<file path="config.mk">
export PLATFORM = sky130hd
export DESIGN_NAME = vpu_lane_result_collector
export DESIGN_NICKNAME = d
export VERILOG_FILES = /design/src/rtl/vpu_lane_result_collector_pkg.sv /design/src/rtl/vpu_sync_fifo.sv /design/src/rtl/vpu_lane_result_collector.sv
export SDC_FILE = /design/constraint.sdc
export NUM_CORES = 1
export LEC_CHECK = 0
export ABC_CLOCK_PERIOD_IN_PS = 6760
export CORE_MARGIN = 5
export CORE_UTILIZATION = 50
export CTS_CLUSTER_DIAMETER = 200
export DETAILED_ROUTE_END_ITERATION = 7
export HOLD_SLACK_MARGIN = 0.12
export PLACE_DENSITY = 0.77
export REMOVE_ABC_BUFFERS = 1
export SYNTH_ARGS = -nofsm -noshare
export SYNTH_HDL_FRONTEND = slang
export SYNTH_SLANG_ARGS = --single-unit
export TNS_END_PERCENT = 5
</file>
<file path="constraint.sdc">
create_clock -name clk -period 6.76 [get_ports clk]
set_input_delay 0.676 -clock clk [delete_from_list [all_inputs] [get_ports clk]]
set_output_delay 0.676 -clock clk [all_outputs]
set_load 0.05 [all_outputs]
</file>
<file path="src/rtl/vpu_lane_result_collector_pkg.sv">
// Shared types and constants for the VPU lane result collector.
//   VPU_OPERAND_WIDTH  - lane result width
//   VPU_MAX_DELAY_LG2  - width of the issue delay field
//   VPU_TAG_WIDTH      - destination/ID tag width
//   RESULT_FIFO_DEPTH  - result buffer entries (power of 2, >= 2)
//   vpu_delay_t        - issue delay
//   vpu_wb_entry_t     - one buffered writeback entry {tag, data}
package vpu_lane_result_collector_pkg;

    localparam int VPU_OPERAND_WIDTH = 32;
    localparam int VPU_MAX_DELAY_LG2 = 3;
    localparam int VPU_TAG_WIDTH     = 5;
    localparam int RESULT_FIFO_DEPTH = 4;

    typedef logic [VPU_MAX_DELAY_LG2-1:0] vpu_delay_t;

    typedef struct packed {
        logic [VPU_TAG_WIDTH-1:0]     tag;
        logic [VPU_OPERAND_WIDTH-1:0] data;
    } vpu_wb_entry_t;

endpackage

</file>
<file path="src/rtl/vpu_sync_fifo.sv">
// Synchronous FIFO with registered storage; the head entry is presented
// directly on dout_o. Reusable by any VPU stage.
//   clk, rst   - clock, synchronous active-high reset (clears storage too)
//   push_i     - write din_i at the edge (ignored when full)
//   din_i      - write data
//   pop_i      - drop the head entry at the edge (ignored when empty)
//   dout_o     - head entry
//   full_o     - count == DEPTH
//   empty_o    - count == 0
//   count_o    - number of stored entries
module vpu_sync_fifo #(
    parameter int WIDTH = 8,
    parameter int DEPTH = 4
) (
    input  logic                     clk,
    input  logic                     rst,
    input  logic                     push_i,
    input  logic [WIDTH-1:0]         din_i,
    input  logic                     pop_i,
    output logic [WIDTH-1:0]         dout_o,
    output logic                     full_o,
    output logic                     empty_o,
    output logic [$clog2(DEPTH):0]   count_o
);

    localparam int AW = $clog2(DEPTH);

    logic [WIDTH-1:0] r_mem [DEPTH];
    logic [AW-1:0]    r_wr_ptr;
    logic [AW-1:0]    r_rd_ptr;
    logic [AW:0]      r_count;
    logic             w_push;
    logic             w_pop;

    assign full_o  = (r_count == (AW+1)'(DEPTH));
    assign empty_o = (r_count == '0);
    assign count_o = r_count;
    assign dout_o  = r_mem[r_rd_ptr];

    assign w_push = push_i & ~full_o;
    assign w_pop  = pop_i & ~empty_o;

    // Pointers are exactly AW bits wide, so they wrap modulo DEPTH on their own.
    always_ff @(posedge clk) begin
        if (rst) begin
            r_wr_ptr <= '0;
            r_rd_ptr <= '0;
            r_count  <= '0;
            for (int i = 0; i < DEPTH; i++) begin
                r_mem[i] <= '0;
            end
        end else begin
            if (w_push) begin
                r_mem[r_wr_ptr] <= din_i;
                r_wr_ptr        <= r_wr_ptr + AW'(1);
            end
            if (w_pop) begin
                r_rd_ptr <= r_rd_ptr + AW'(1);
            end
            case ({w_push, w_pop})
                2'b10:   r_count <= r_count + (AW+1)'(1);
                2'b01:   r_count <= r_count - (AW+1)'(1);
                default: r_count <= r_count;
            endcase
        end
    end

endmodule

</file>
<file path="src/rtl/vpu_lane_result_collector.sv">
// Collects VPU lane results: tracks each issued op with its latency, samples
// the lane result bus on the op's completion cycle, tags it and buffers it in
// a FIFO that drains to writeback. Issue is throttled so no completion is lost.
//   clk, rst        - clock, synchronous active-high reset
//   issue_valid_i   - op issued to the lane this cycle
//   issue_delay_i   - cycles until the lane result is valid (0 = same cycle)
//   issue_tag_i     - ID returned with the result
//   issue_ready_o   - issue accepted this cycle (combinational)
//   lane_dout_i     - lane result bus
//   wb_valid_o      - writeback head valid
//   wb_data_o       - writeback head data
//   wb_tag_o        - writeback head tag
//   wb_ready_i      - writeback consumes the head when wb_valid_o & wb_ready_i
//   inflight_o      - issued ops not yet captured
//   busy_o          - ops in flight or results buffered
//
// Handshakes: issue transfers when issue_valid_i & issue_ready_o; the issuer
// holds valid/delay/tag until that happens. Writeback transfers when
// wb_valid_o & wb_ready_i; head data/tag are stable while stalled.
module vpu_lane_result_collector
    import vpu_lane_result_collector_pkg::*;
#(
    parameter int OPERAND_WIDTH = VPU_OPERAND_WIDTH,
    parameter int MAX_DELAY_LG2 = VPU_MAX_DELAY_LG2,
    parameter int TAG_WIDTH     = VPU_TAG_WIDTH,
    parameter int FIFO_DEPTH    = RESULT_FIFO_DEPTH
) (
    input  logic                     clk,
    input  logic                     rst,
    input  logic                     issue_valid_i,
    input  logic [MAX_DELAY_LG2-1:0] issue_delay_i,
    input  logic [TAG_WIDTH-1:0]     issue_tag_i,
    output logic                     issue_ready_o,
    input  logic [OPERAND_WIDTH-1:0] lane_dout_i,
    output logic                     wb_valid_o,
    output logic [OPERAND_WIDTH-1:0] wb_data_o,
    output logic [TAG_WIDTH-1:0]     wb_tag_o,
    input  logic                     wb_ready_i,
    output logic [MAX_DELAY_LG2:0]   inflight_o,
    output logic                     busy_o
);

    localparam int NSLOT = 1 << MAX_DELAY_LG2;
    localparam int PW    = MAX_DELAY_LG2 + 1;
    localparam int CW    = $clog2(FIFO_DEPTH) + 1;
    localparam int EW    = TAG_WIDTH + OPERAND_WIDTH;

    // Pending line: r_pend[k] set means capture lane_dout_i k cycles from now
    // and attach r_tag[k].
    logic [NSLOT-1:0]     r_pend;
    logic [TAG_WIDTH-1:0] r_tag [NSLOT];
    logic [PW-1:0]        r_inflight;

    logic [NSLOT-1:0]     w_pend_nxt;
    logic [TAG_WIDTH-1:0] w_tag_nxt [NSLOT];
    logic [PW-1:0]        w_pcount;
    logic                 w_credit_ok;
    logic                 w_acc;
    logic                 w_cap;
    logic [TAG_WIDTH-1:0] w_cap_tag;
    logic [EW-1:0]        w_fifo_din;
    logic [EW-1:0]        w_fifo_dout;
    logic                 w_fifo_full;
    logic                 w_fifo_empty;
    logic [CW-1:0]        w_fifo_cnt;

    function automatic logic [PW-1:0] f_popcount(input logic [NSLOT-1:0] v);
        logic [PW-1:0] c;
        c = '0;
        for (int i = 0; i < NSLOT; i++) begin
            c = c + PW'(v[i]);
        end
        return c;
    endfunction

    assign w_pcount = f_popcount(r_pend);

    // Every pending op will need a FIFO slot, so reserve one for each of them.
    // A pop in this same cycle does not free a credit; this keeps the ready
    // path independent of wb_ready_i.
    assign w_credit_ok   = (int'(w_fifo_cnt) + int'(w_pcount)) < FIFO_DEPTH;
    assign issue_ready_o = ~r_pend[issue_delay_i] & w_credit_ok;
    assign w_acc         = issue_valid_i & issue_ready_o;

    // Delay 0 means the lane is combinational, so the result is on the bus in
    // the issue cycle. It can never coincide with r_pend[0] (collision stall).
    assign w_cap     = r_pend[0] | (w_acc & (issue_delay_i == '0));
    assign w_cap_tag = r_pend[0] ? r_tag[0] : issue_tag_i;
    assign w_fifo_din = {w_cap_tag, lane_dout_i};

    always_comb begin
        w_pend_nxt = '0;
        for (int k = 0; k < NSLOT; k++) begin
            w_tag_nxt[k] = '0;
        end
        for (int k = 0; k < NSLOT - 1; k++) begin
            if (w_acc && (issue_delay_i == MAX_DELAY_LG2'(k + 1))) begin
                w_pend_nxt[k] = 1'b1;
                w_tag_nxt[k]  = issue_tag_i;
            end else begin
                w_pend_nxt[k] = r_pend[k + 1];
                w_tag_nxt[k]  = r_tag[k + 1];
            end
        end
        // The top slot could only be loaded by a delay of NSLOT, which the
        // delay field cannot express, so it always shifts in empty.
    end

    always_ff @(posedge clk) begin
        if (rst) begin
            r_pend     <= '0;
            r_inflight <= '0;
            for (int k = 0; k < NSLOT; k++) begin
                r_tag[k] <= '0;
            end
        end else begin
            r_pend     <= w_pend_nxt;
            r_inflight <= f_popcount(w_pend_nxt);
            for (int k = 0; k < NSLOT; k++) begin
                r_tag[k] <= w_tag_nxt[k];
            end
        end
    end

    vpu_sync_fifo #(
        .WIDTH (EW),
        .DEPTH (FIFO_DEPTH)
    ) u_fifo (
        .clk     (clk),
        .rst     (rst),
        .push_i  (w_cap),
        .din_i   (w_fifo_din),
        .pop_i   (wb_valid_o & wb_ready_i),
        .dout_o  (w_fifo_dout),
        .full_o  (w_fifo_full),
        .empty_o (w_fifo_empty),
        .count_o (w_fifo_cnt)
    );

    assign wb_valid_o = ~w_fifo_empty;
    assign wb_tag_o   = w_fifo_dout[EW-1:OPERAND_WIDTH];
    assign wb_data_o  = w_fifo_dout[OPERAND_WIDTH-1:0];
    assign inflight_o = r_inflight;
    assign busy_o     = (r_inflight != '0) | wb_valid_o;

    // The credit rule guarantees a capture never meets a full buffer.
    a_no_overflow: assert property (@(posedge clk) disable iff (rst) !(w_cap && w_fifo_full));

endmodule

</file>
After elaboration in Yosys (flattened, before gate mapping)
Memory sizes are Yosys's and may differ from the RTL's. A register that Yosys moved wholly into a read port is not among the register bits.
Cells that the tools add are included.

word-level totals
  register bits = 19
  memory bits (writable) = 188
  input bits = 44
  output and inout port bits = 44
  logic and storage cells = 106
  memories = 2

memories
  memory        words  bits a word  rd ports  clocked after memory_dff  write ports  RTL line                         RTL
  u_fifo.r_mem  4      37           1         1                         4            vpu_sync_fifo.sv:28              logic [WIDTH-1:0] r_mem [DEPTH];
  r_tag         8      5            8         0                         8            vpu_lane_result_collector.sv:51  logic [TAG_WIDTH-1:0] r_tag [NSLOT];

operators by class
  add/subtract/negate cells = 18
  magnitude comparators = 2
  eq/ne operators = 10
  multiplexer cells = 37
  bitwise gates (word level) = 19
  reductions and logical operators = 12

operators with widths
  kind                                                        count
  2-to-1 mux 5 bit                                            16
  2-to-1 mux 37 bit                                           1
  OR reduction 37 bit                                         1
  adder 4 x 1 -> 4 bit                                        7
  == test 3 bit, second input constant                        5
  2-to-1 mux 1 bit                                            15
  bitwise OR 1 bit                                            10
  adder 3 x 1 -> 4 bit                                        2
  logical AND 1 bit                                           7
  adder 2 x 1 -> 3 bit                                        2
  AND 1 bit                                                   6
  == test 3 x 2 -> 1 bit, second input constant               2
  zero test 3 bit                                             2
  2-to-1 mux 2 bit                                            3
  case mux 3 bit (2 select lines)                             1
  adder 3 x 4 -> 5 bit                                        1
  less-than comparator 5 x 3 -> 1 bit, second input constant  1
  adder 1 x 1 -> 2 bit                                        2
  adder 2 x 1 -> 2 bit, second input constant                 2
  less-than comparator 3 x 4 -> 1 bit, second input constant  1
  nonzero test 4 bit                                          1
  adder 3 x 1 -> 3 bit, second input constant                 1
  binary-select mux 1 bit (select 3 bit)                      1
  == test 3 x 1 -> 1 bit, second input constant               1
  other kinds (5)                                             7

Longest topological paths before layout
Gate-level depths: netlist of the first run.

  word-level depth = 19
  depth in mapped cells = 16
  depth with buffers taken out = 16

By module
From an unflattened synthesis of the first run, not the netlist that was laid out.

second synthesis, totals
  cells, all modules = 611
  area, all modules = 8952.3 µm²

modules (own cells, without submodules)
  module                     instances  cells each  area each (µm²)  sequential area each (µm²)
  vpu_sync_fifo              1          409         6825.3           4624.4
  vpu_lane_result_collector  1          202         2127.0           900.9

Worst setup path before layout of the first run
Ideal clock, no wire load.

  kind = reg-to-reg
  start = reg r_pend[0]
  end = mem u_fifo.r_mem[0][0] (netlist bit), enable pin
  library setup time = 487 ps
  data arrival time = 5408 ps
  required time = 6273 ps
  setup slack = 865 ps
  cell stages (with the launch flop) = 12
  path buffers = 0
  period minus slack after synthesis = 5895 ps
  path through = dfxtp_1 > fa_1 > inv_1 > fa_1 > fa_1 > inv_1 > ha_1 > nand3b_1 > a21oi_2 > nor2_1 > inv_1 > o31ai_1

RTL lines
  what                    RTL line                          RTL
  from (decl)             vpu_lane_result_collector.sv:50   logic [NSLOT-1:0] r_pend;
  from (signal assigned)  vpu_lane_result_collector.sv:117  r_pend <= w_pend_nxt;
  to (decl)               vpu_sync_fifo.sv:28

Final worst setup path of the first run
  start = reg r_pend[0]
  end = reg r_inflight[1] (netlist: inflight_o[1])

between the ends
  elaborated cells between the ends (all ways) = 34
  classes of those cells = 14 x add/sub; 1 x order compare; 9 x mux; 3 x bitwise; 7 x reduce/logical

RTL lines
  what                                   RTL line                          RTL
  adder 1 x 1 -> 2 bit                   vpu_lane_result_collector.sv:71   c = c + PW'(v[i]);
  adder 2 x 1 -> 3 bit                   vpu_lane_result_collector.sv:71
  adder 3 x 1 -> 4 bit                   vpu_lane_result_collector.sv:71
  adder 4 x 1 -> 4 bit (4 in a row)      vpu_lane_result_collector.sv:71
  adder 3 x 4 -> 5 bit                   vpu_lane_result_collector.sv:81   assign w_credit_ok = (int'(w_fifo_cnt) + int'(w_pcount)) < FIFO_DEPTH;
  less-than comparator 5 x 3 -> 1 bit    vpu_lane_result_collector.sv:81
  AND 1 bit (*)                          vpu_lane_result_collector.sv:82   assign issue_ready_o = ~r_pend[issue_delay_i] & w_credit_ok;
  AND 1 bit (*)                          vpu_lane_result_collector.sv:83   assign w_acc = issue_valid_i & issue_ready_o;
  logical AND 1 bit (*)                  vpu_lane_result_collector.sv:97   if (w_acc && (issue_delay_i == MAX_DELAY_LG2'(k + 1))) begin
  2-to-1 mux 1 bit (*)                   vpu_lane_result_collector.sv:97
  via w_pend_nxt[3]                      vpu_lane_result_collector.sv:54   logic [NSLOT-1:0] w_pend_nxt;
  adder 3 x 1 -> 4 bit (*)               vpu_lane_result_collector.sv:71
  adder 4 x 1 -> 4 bit (*) (3 in a row)  vpu_lane_result_collector.sv:71
  to (signal assigned)                   vpu_lane_result_collector.sv:118  r_inflight <= f_popcount(w_pend_nxt);
  to (decl)                              vpu_lane_result_collector.sv:52   logic [PW-1:0] r_inflight;

The timed path passes the listed nets; every way through them passes the cells marked *. The select of a mux whose other input is x is not followed.
A chain may end at the register's enable or synchronous reset.

==> results.toml, run 1 <==
[synthesis]
synth_fa_ha_area_share_pct = 2.70
synth_compound_area_share_pct = 1.34
synth_xor_area_share_pct = 0.403
synth-warning-count = 0
synth_top_area_share_pct = 51.1
ys_seq_area_share_pct = 63.5
yosys.area_share.simple_pct = 15.9
synth.area.top_cells = "edfxtp_1, dfxtp_1, mux4_2, and2_1, mux2i_1"
synth_top_cell_by_area = "edfxtp_1"
ys_ff_latch = 202
synth_top_family_by_area = "simple AND/OR/NAND/NOR gates"
synth_mux_area_share_pct = 14.0
avgSynthCellArea_sq_um = 14.4
synth_cells = 603
yosysUniqueCellTypes = 44
synth_area_sq_um = 8700

[final_layout]
nNetsFinal = 746
multi_input_area_sq_um = 3040
antenna-diode-count = 0
drive_gt1_share_pct = 13.8
design_area_sq_um = 10500
seq_area_sq_um = 5530
area_delta_synth_final_pct = 20.6
nFillCells = 1328

[power]
leakage_nw = 4.15
ir_drop_mv = 0.212
powerDensity_nw_per_um2 = 319
total_power_mw = 3.35

[global_routing]
gr-total-overflow = 0
grt_first_pass_wirelength_um = 28800
grt_start_max_net_pins = 51
antenna_found_initial = 0
gr-usage-all-layers_pct = 18.1
grt_pass1_vias = 5322

[clocking]
numCtsBuffers = 22
h-tree-depth = 1
cts_hold_buf = 0
postCtsSetupBuffers = 0
cts_tree = "done"
clkLatencyLatePin_ps = 510
cts.sinks = 202
cts_resized = 0
clk_pin_slew_ps = 60
clockRootBuffer = "clkbuf_16"
clockBufferDepth = 3

[sta]
fmax_mhz = 188
finalHoldViolCount = 0
worstMarginPinSlew_ps = 1080
hold_slack_ps = 466
maxSlewHeadroom_pct = 27.8
fin_crit_ps = 5310
clock_skew_ps = 24.2
slew_violations = 0
tns_ps = 0
fin_crit_sh_pct = 78.6
grt_setup_unrepaired = "no"
setup_viol = 0

[placed_design]
dp_hpwl_um = 10900
placed_area_sq_um = 9830
portBuffers = 86
gp_congestion = 0.828

[floorplanning]
die_w_um = 142
fp.dieH_um = 142
num_rows = 48
core_area_sq_um = 17200
dieArea_sq_um = 20100
start_util_pct = 50.6
ios = 88

[drt]
ant_nets = 0
finalWirelength_um = 18100
drc = 0
routedWlPerCell_um = 19.4
vias = 5116
drtIter0Drc = 315
first_pass_iters = 5
viasPerCell = 5.51

[setup_path]
critical_path_arrival_ps = 5670
rr_endpoint = "inflight_o[1]"
required_ps = 7110
r2r_cells = 14
worstPathMaxFanout = 11
crit_type = "flip-flop to flip-flop"
r2r-start = "r_pend[0]"
crit_path_start_kind = "flip-flop"
ff2ff_setup_slack_ps = 1450
end_kind = "flip-flop"

[min_path]
min_path_type = "flip-flop to flip-flop"
min-delay-start = "r_tag[1][3]"
whs_path_depth = 2
hold_path_end = "r_tag[0][18]"

[run_status]
status = "finished clean"

[job]
cap_violations = 0
layout make-up:
type	instances	share of cell area, %
timing repair buffer	95	8.85
sequential	202	52.7
multi-input combinational	355	29.0
inverter	12	0.429
clock buffer	28	5.65
tap	225	2.68
clock inverter	12	0.715
stage by stage:
step | utilization (%) | setup slack (ps) | cells
after detailed placement | 57.2 | 1420 | 889
after global placement | 57.2 | 1550 | 889
after CTS | 61.1 | 1390 | 929
after floorplan | - | 672 | 569
final | 61.1 | 1450 | 929
after global routing | 61.1 | 1110 | 929
registers in the layout, summed over array words and instances (netlist names), named ones only:
register and count:
inflight_o 3, r_pend 7, u_fifo.r_mem 148, u_fifo.r_wr_ptr 2
r_tag 35, u_fifo.r_rd_ptr 2, u_fifo.count_o 3
worst max-delay path: stages, from the launching register on:
cell and delay [ps]:
dfxtp_1 640, fa_1 490, inv_1 90, fa_1 440
fa_1 380, inv_1 60, ha_1 210, nand3b_1 270
nand4_1 430, nand2_1 230, fa_1 470, fa_1 500
fa_1 420, fa_1 420, nor2b_1 140
cell usage after synthesis:
library cell	n
a21o_1	2
a21oi_1	6
a21oi_2	1
a31o_2	1
and2_1	106
and3_1	32
and3b_1	1
buf_2	3
buf_4	1
clkbuf_1	30
conb_1	1
dfxtp_1	54
edfxtp_1	148
fa_1	8
ha_1	6
inv_1	12
mux2i_1	36
mux4_2	38
nand2_1	9
nand2b_1	3
nand3_1	5
nand3b_1	1
nand4_1	6
nor2_1	59
nor2b_1	4
nor3_1	3
nor3_2	1
nor3b_1	4
nor4_2	1
nor4_4	1
nor4b_1	1
o21a_1	1
o21ai_0	2
o21ai_1	1
o221ai_1	1
o22ai_1	1
o311ai_0	1
o31ai_1	1
or2_2	1
or3_1	3
or3b_2	1
or4_1	2
xnor2_1	1
xor2_1	3
report_power, final:
part,switching (mW),internal (mW)
logic,0.512,0.318
registers,0.0314,1.40
clock network,0.468,0.625
worst max path at each step:
stage                   start            endpoint
floorplan           r_pend[0]  u_fifo.r_mem[0][0]
global placement    r_pend[0]       inflight_o[1]
detailed placement  r_pend[0]       inflight_o[1]
CTS                 r_pend[0]       inflight_o[1]
global route        r_pend[0]       inflight_o[1]
finish              r_pend[0]       inflight_o[1]
cells by family (layout without fill, tap and decap cells):
kind of cell,count (synthesis),after routing
buffers and inverters,46,147
AOI/OAI and AO/OA,18,18
DFF,202,202
muxes,74,74
xor gates and xnor gates,4,4
adders and majority gates,14,14
and+or+nand+nor,244,244
other,1,1
routing by layer:
layer / global-route usage, % / up-vias / share of wire (%)
met5: 0 / - / 0
met2: 31.3 / 162 / 51
met1: 23.9 / 2560 / 41
met4: 4.55 / 0 / 1.8
li1: - / 2369 / -
met3: 3.51 / 25 / 6.4
placed cells by master (no fill, tap or decap), types with 2 or more instances in the layout:
| master | Yosys | routed |
|---|---|---|
| and3_1 | 32 | 32 |
| mux4_2 | 38 | 38 |
| nor2_1 | 59 | 58 |
| or3_1 | 3 | 3 |
| nand4_1 | 6 | 6 |
| nor3b_1 | 4 | 4 |
| clkbuf_8 | 0 | 2 |
| nand2b_1 | 3 | 3 |
| ha_1 | 6 | 6 |
| inv_1 | 12 | 12 |
| clkbuf_16 | 0 | 22 |
| and2_1 | 106 | 106 |
| nand2_1 | 9 | 9 |
| clkinv_2 | 0 | 10 |
| mux2i_1 | 36 | 36 |
| nor4_4 | 1 | 2 |
| clkdlybuf4s50_1 | 0 | 86 |
| nand3_1 | 5 | 5 |
| nor3_1 | 3 | 2 |
| fa_1 | 8 | 8 |
| xor2_1 | 3 | 3 |
| edfxtp_1 | 148 | 148 |
| clkbuf_1 | 30 | 4 |
| buf_4 | 1 | 9 |
| or4_1 | 2 | 2 |
| a21oi_1 | 6 | 6 |
| nor2b_1 | 4 | 4 |
| dfxtp_1 | 54 | 52 |
| dfxtp_2 | 0 | 2 |
Power figures use the tool's default switching activity.
==> run 2: changes to the inputs <==
ABC_CLOCK_PERIOD_IN_PS = 5200   (was 6760)
clock period = 5.2 ns   (was 6.76 ns; I/O delays follow)
==> results.toml, run 2 (synthesized netlist as in run 1, its figures left out) <==
[final_layout]
final_common_cell = "edfxtp_1"
antenna-diode-count = 0
nNetsFinal = 753
mostFrequentLayoutCells = "edfxtp_1, and2_1, clkdlybuf4s50_1"
reg.largest.list = "u_fifo.r_mem (148), r_tag (35), r_pend (7)"
drive_gt1_share_pct = 14.1
area_delta_synth_final_pct = 21.7
largest_reg_flops = 148
top_register = "u_fifo.r_mem"
finalNonFillerCells = 935
nFillCells = 1299

[global_routing]
gr-usage-all-layers_pct = 17.9
gr-total-overflow = 0
grt_pass1_vias = 5491
grt_start_max_net_pins = 65
antenna_found_initial = 0
grt_first_pass_wirelength_um = 28600

[sta]
worstMarginPinSlew_ps = 1080
maxSlewHeadroom_pct = 27.7
slew_violations = 0
finalHoldViolCount = 0
tns_ps = 0
grt_setup_unrepaired = "no"
clock_skew_ps = 10.9
fin_crit_ps = 4670
fmax_mhz = 214
finalWorstSetupSlack_ps = 529
fin_crit_sh_pct = 89.8
setup_viol = 0

[drt]
drc = 0
first_pass_iters = 4
finalWirelength_um = 17800
routedWlPerCell_um = 19.0
viasPerCell = 5.59
vias = 5224
ant_nets = 0
drtIter0Drc = 285

[min_path]
min_path_type = "flip-flop to flip-flop"
hold_path_end = "r_tag[0][11]"
min-delay-start = "r_tag[0][16]"
whs_path_depth = 2

[setup_path]
crit_path_start_kind = "flip-flop"
required_ps = 5560
critical_path_arrival_ps = 5030
worstPathMaxFanout = 8
r2r_cells = 14
end_kind = "flip-flop"
crit_type = "flip-flop to flip-flop"
ff2ff_setup_slack_ps = 530
rr_endpoint = "inflight_o[1]"
r2r-start = "r_pend[1]"

[run_status]
status = "finished clean"

[clocking]
cts_resized = 0
cts.sinks = 202
postCtsSetupBuffers = 0
clkLatencyLatePin_ps = 490
cts_hold_buf = 0
h-tree-depth = 1
clk_pin_slew_ps = 60
clockBufferDepth = 3
numCtsBuffers = 21
cts_tree = "done"
clockRootBuffer = "clkbuf_16"

[job]
cap_violations = 0

[placed_design]
pre_cts_ws_ps = 524
dp.cells = 897
dp_hpwl_um = 10800
gp_congestion = 0.860
portBuffers = 86

[floorplanning]
die_w_um = 142
ios = 88
core_area_sq_um = 17200
num_rows = 48
fp.dieH_um = 142
start_util_pct = 50.6
dieArea_sq_um = 20100

[power]
ir_drop_mv = 0.311
total_power_mw = 4.47
powerDensity_nw_per_um2 = 422
leakage_nw = 4.20
## run 2: changes by cell type in the layout (fill, tap and decap cells not counted), sizes merged
cell and delta:
buf +8, bufinv +4, clkbuf -4, clkinv -2
## run 2: through the flow
step / hold slack (ps) / instance area, sq um / utilization, %
floorplan: 440 / 8560 / -
global placement: 444 / 9890 / 57.6
detailed placement: 456 / 9890 / 57.6
CTS: 469 / 10600 / 61.7
global route: 487 / 10600 / 61.7
finish: 468 / 10600 / 61.7
## run 2: how the worst max path moves through the flow
| stage | from | end | cells after the start |
|---|---|---|---|
| 6_report | r_pend[1] | inflight_o[1] | 14 |
| 4_1_cts | r_pend[0] | inflight_o[1] | 14 |
| 3_5_place_dp | r_pend[0] | inflight_o[1] | 14 |
| 3_3_place_gp | r_pend[0] | inflight_o[1] | 14 |
| 2_1_floorplan | r_pend[0] | u_fifo.r_mem[0][0] | 11 |
| 5_1_grt | r_pend[0] | inflight_o[1] | 14 |
## run 2: report_power, final
group          switching [mW]  internal [mW]  total, mW
Clock                   0.589          0.940       1.53
Combinational           0.619          0.417       1.04
Sequential             0.0891           1.82       1.91
Total                    1.30           3.17       4.47
## run 2: final cells by class
cell class,instances,area (sq um),share of cell area (%)
clock inverter,14,169,1.59
sequential,202,5530,52.2
clock buffer,24,537,5.07
inverter,12,45.0,0.425
tap,225,282,2.66
multi-input combinational,355,3040,28.7
timing repair buffer,103,988,9.33
## run 2: worst max-delay path, cell delays in order (launching register included)
cell and delay (ps):
dfxtp_1 350, fa_1 520, inv_1 50, fa_1 440, fa_1 370, inv_1 70, ha_1 220, nand3b_1 280
nand4_1 190, nand2_1 150, fa_1 450, fa_1 490, fa_1 410, fa_1 420, nor2b_1 140
## run 2: routing by layer
metal / wire [um] / track usage (%) / share of wire, % / vias up
met2: 9130 / 31.7 / 51 / 157
met5: 0 / 0 / 0 / -
met4: 297 / 4.34 / 1.7 / 0
met1: 7270 / 22.8 / 41 / 2665
met3: 1060 / 3.37 / 6.0 / 25
li1: - / - / - / 2377
==> run 3: changes to the inputs <==
CORE_MARGIN = default   (was 5)
==> results.toml, run 3 (synthesized netlist as in run 1, its figures left out) <==
[drt]
ant_nets = 0
viasPerCell = 5.53
first_pass_iters = 4
finalWirelength_um = 17100
routedWlPerCell_um = 18.4
drc = 0
drtIter0Drc = 279
vias = 5135

[setup_path]
path_cells = "fa_1 > inv_1 > fa_1 > fa_1 > inv_1 > ha_1 > nor4_4 > nand4_1 > nand2b_1 > fa_1 > fa_1 > fa_1 > fa_1 > nor2b_1"
crit_slowest_cell = "fa_1"
cp_common_cell = "fa_1"
r2r_cells = 14
worstPathMaxFanout = 9
crit_type = "flip-flop to flip-flop"
r2r-start = "r_pend[0]"
required_ps = 5550
path_buf_inv = 2
critical_path_arrival_ps = 5150
max_stage_delay_ps = 540
end_kind = "flip-flop"
critPathLaunch = "r_pend[0]"
critical-path-top-delay-family = "adder cells"
crit_cells = 14
crit_path_start_kind = "flip-flop"

[global_routing]
grt_busiest_layer = "met2"
grt_start_max_net_pins = 65
antenna_found_initial = 1
gr-total-overflow = 0
gr-usage-met2_pct = 34.3
use_met1_pct = 24.8
use_met3_pct = 3.89
grt_first_pass_wirelength_um = 27100
gr-usage-all-layers_pct = 19.5
grt_pass1_vias = 5227

[floorplanning]
ios = 88
core_area_sq_um = 16800
num_rows = 47
fp.dieH_um = 134
die_w_um = 134
dieArea_sq_um = 17900
start_util_pct = 51.9

[sta]
worstMarginPinSlew_ps = 1120
clock_skew_ps = 9.52
setup_viol = 0
grt_setup_unrepaired = "no"
fin_crit_sh_pct = 92.2
fmax_mhz = 209
maxSlewHeadroom_pct = 25.1
finalHoldViolCount = 0
slew_violations = 0
fin_crit_ps = 4790
hold_slack_ps = 464

[final_layout]
antenna-diode-count = 0
design_area_sq_um = 10500
area_delta_synth_final_pct = 21.1
mostFrequentLayoutCells = "edfxtp_1, and2_1, clkdlybuf4s50_1"
final_common_cell = "edfxtp_1"
reg.largest.list = "u_fifo.r_mem (148), r_tag (35), r_pend (7)"
nFillCells = 1192
largest_reg_flops = 148
fin_util_pct = 62.9
drive_gt1_share_pct = 13.8
nNetsFinal = 752
multi_input_area_sq_um = 3040
top_register = "u_fifo.r_mem"
seq_area_sq_um = 5530

[placed_design]
portBuffers = 86
dp_hpwl_um = 10400
placed_area_sq_um = 9870
gp_congestion = 0.857

[clocking]
clkLatencyLatePin_ps = 490
h-tree-depth = 1
numCtsBuffers = 21
clockRootBuffer = "clkbuf_16"
cts_resized = 0
clk_pin_slew_ps = 60
cts_hold_buf = 0
cts.sinks = 202
cts_tree = "done"
postCtsSetupBuffers = 0
clockBufferDepth = 3

[min_path]
min_path_type = "flip-flop to flip-flop"
min-delay-start = "r_tag[0][17]"
whs_path_depth = 2

[run_status]
status = "finished clean"

[power]
ir_drop_mv = 0.580
powerDensity_nw_per_um2 = 416
leakage_nw = 4.18
total_power_mw = 4.38

[job]
cap_violations = 0
## run 3: cell types whose count changed in the layout (fill, tap and decap cells not counted), sizes merged
| cell | previous run | this run |
|---|---|---|
| bufinv | 4 | 2 |
| inv | 13 | 14 |
| clkbuf | 24 | 25 |
| buf | 17 | 16 |
## run 3: worst paths after layout
path                         to  slack, ps
setup / recovery  inflight_o[1]        410
hold reg to reg    r_tag[0][12]        460
setup reg to reg  inflight_o[1]        410
hold / removal     r_tag[0][12]        460
## run 3: cell type report
cell class | instances | area share (%)
inverter | 12 | 0.427
sequential | 202 | 52.5
clock buffer | 25 | 5.22
tap | 220 | 2.61
multi-input combinational | 355 | 28.9
timing repair buffer | 102 | 9.31
clock inverter | 13 | 1.10
## run 3: stage by stage
step / cells / setup slack (ps) / TNS (ps)
after floorplan: 569 / -888 / -60400
after global placement: 891 / 604 / 0
after detailed placement: 891 / 445 / 0
after CTS: 929 / 416 / 0
after global routing: 929 / 116 / 0
final: 929 / 407 / 0
## run 3: worst register-to-register path, cell delays in order (launching register included)
cell and delay (ps):
dfxtp_1 330, fa_1 540, inv_1 50, fa_1 500, fa_1 180, inv_1 50, ha_1 200, nor4_4 460
nand4_1 220, nand2b_1 190, fa_1 440, fa_1 500, fa_1 420, fa_1 440, nor2b_1 140
## run 3: layer usage
layer	wire length, um	vias up
met1	7160	2594
met3	921	26
met4	314	2
met2	8660	132
li1	-	2381
met5	11	-
## run 3: power breakdown
part | total, mW | leakage, nW | internal [mW] | switching, mW
clock network | 1.44 | 0.330 | 0.856 | 0.587
registers | 1.91 | 1.97 | 1.82 | 0.0946
logic | 1.03 | 1.87 | 0.418 | 0.611
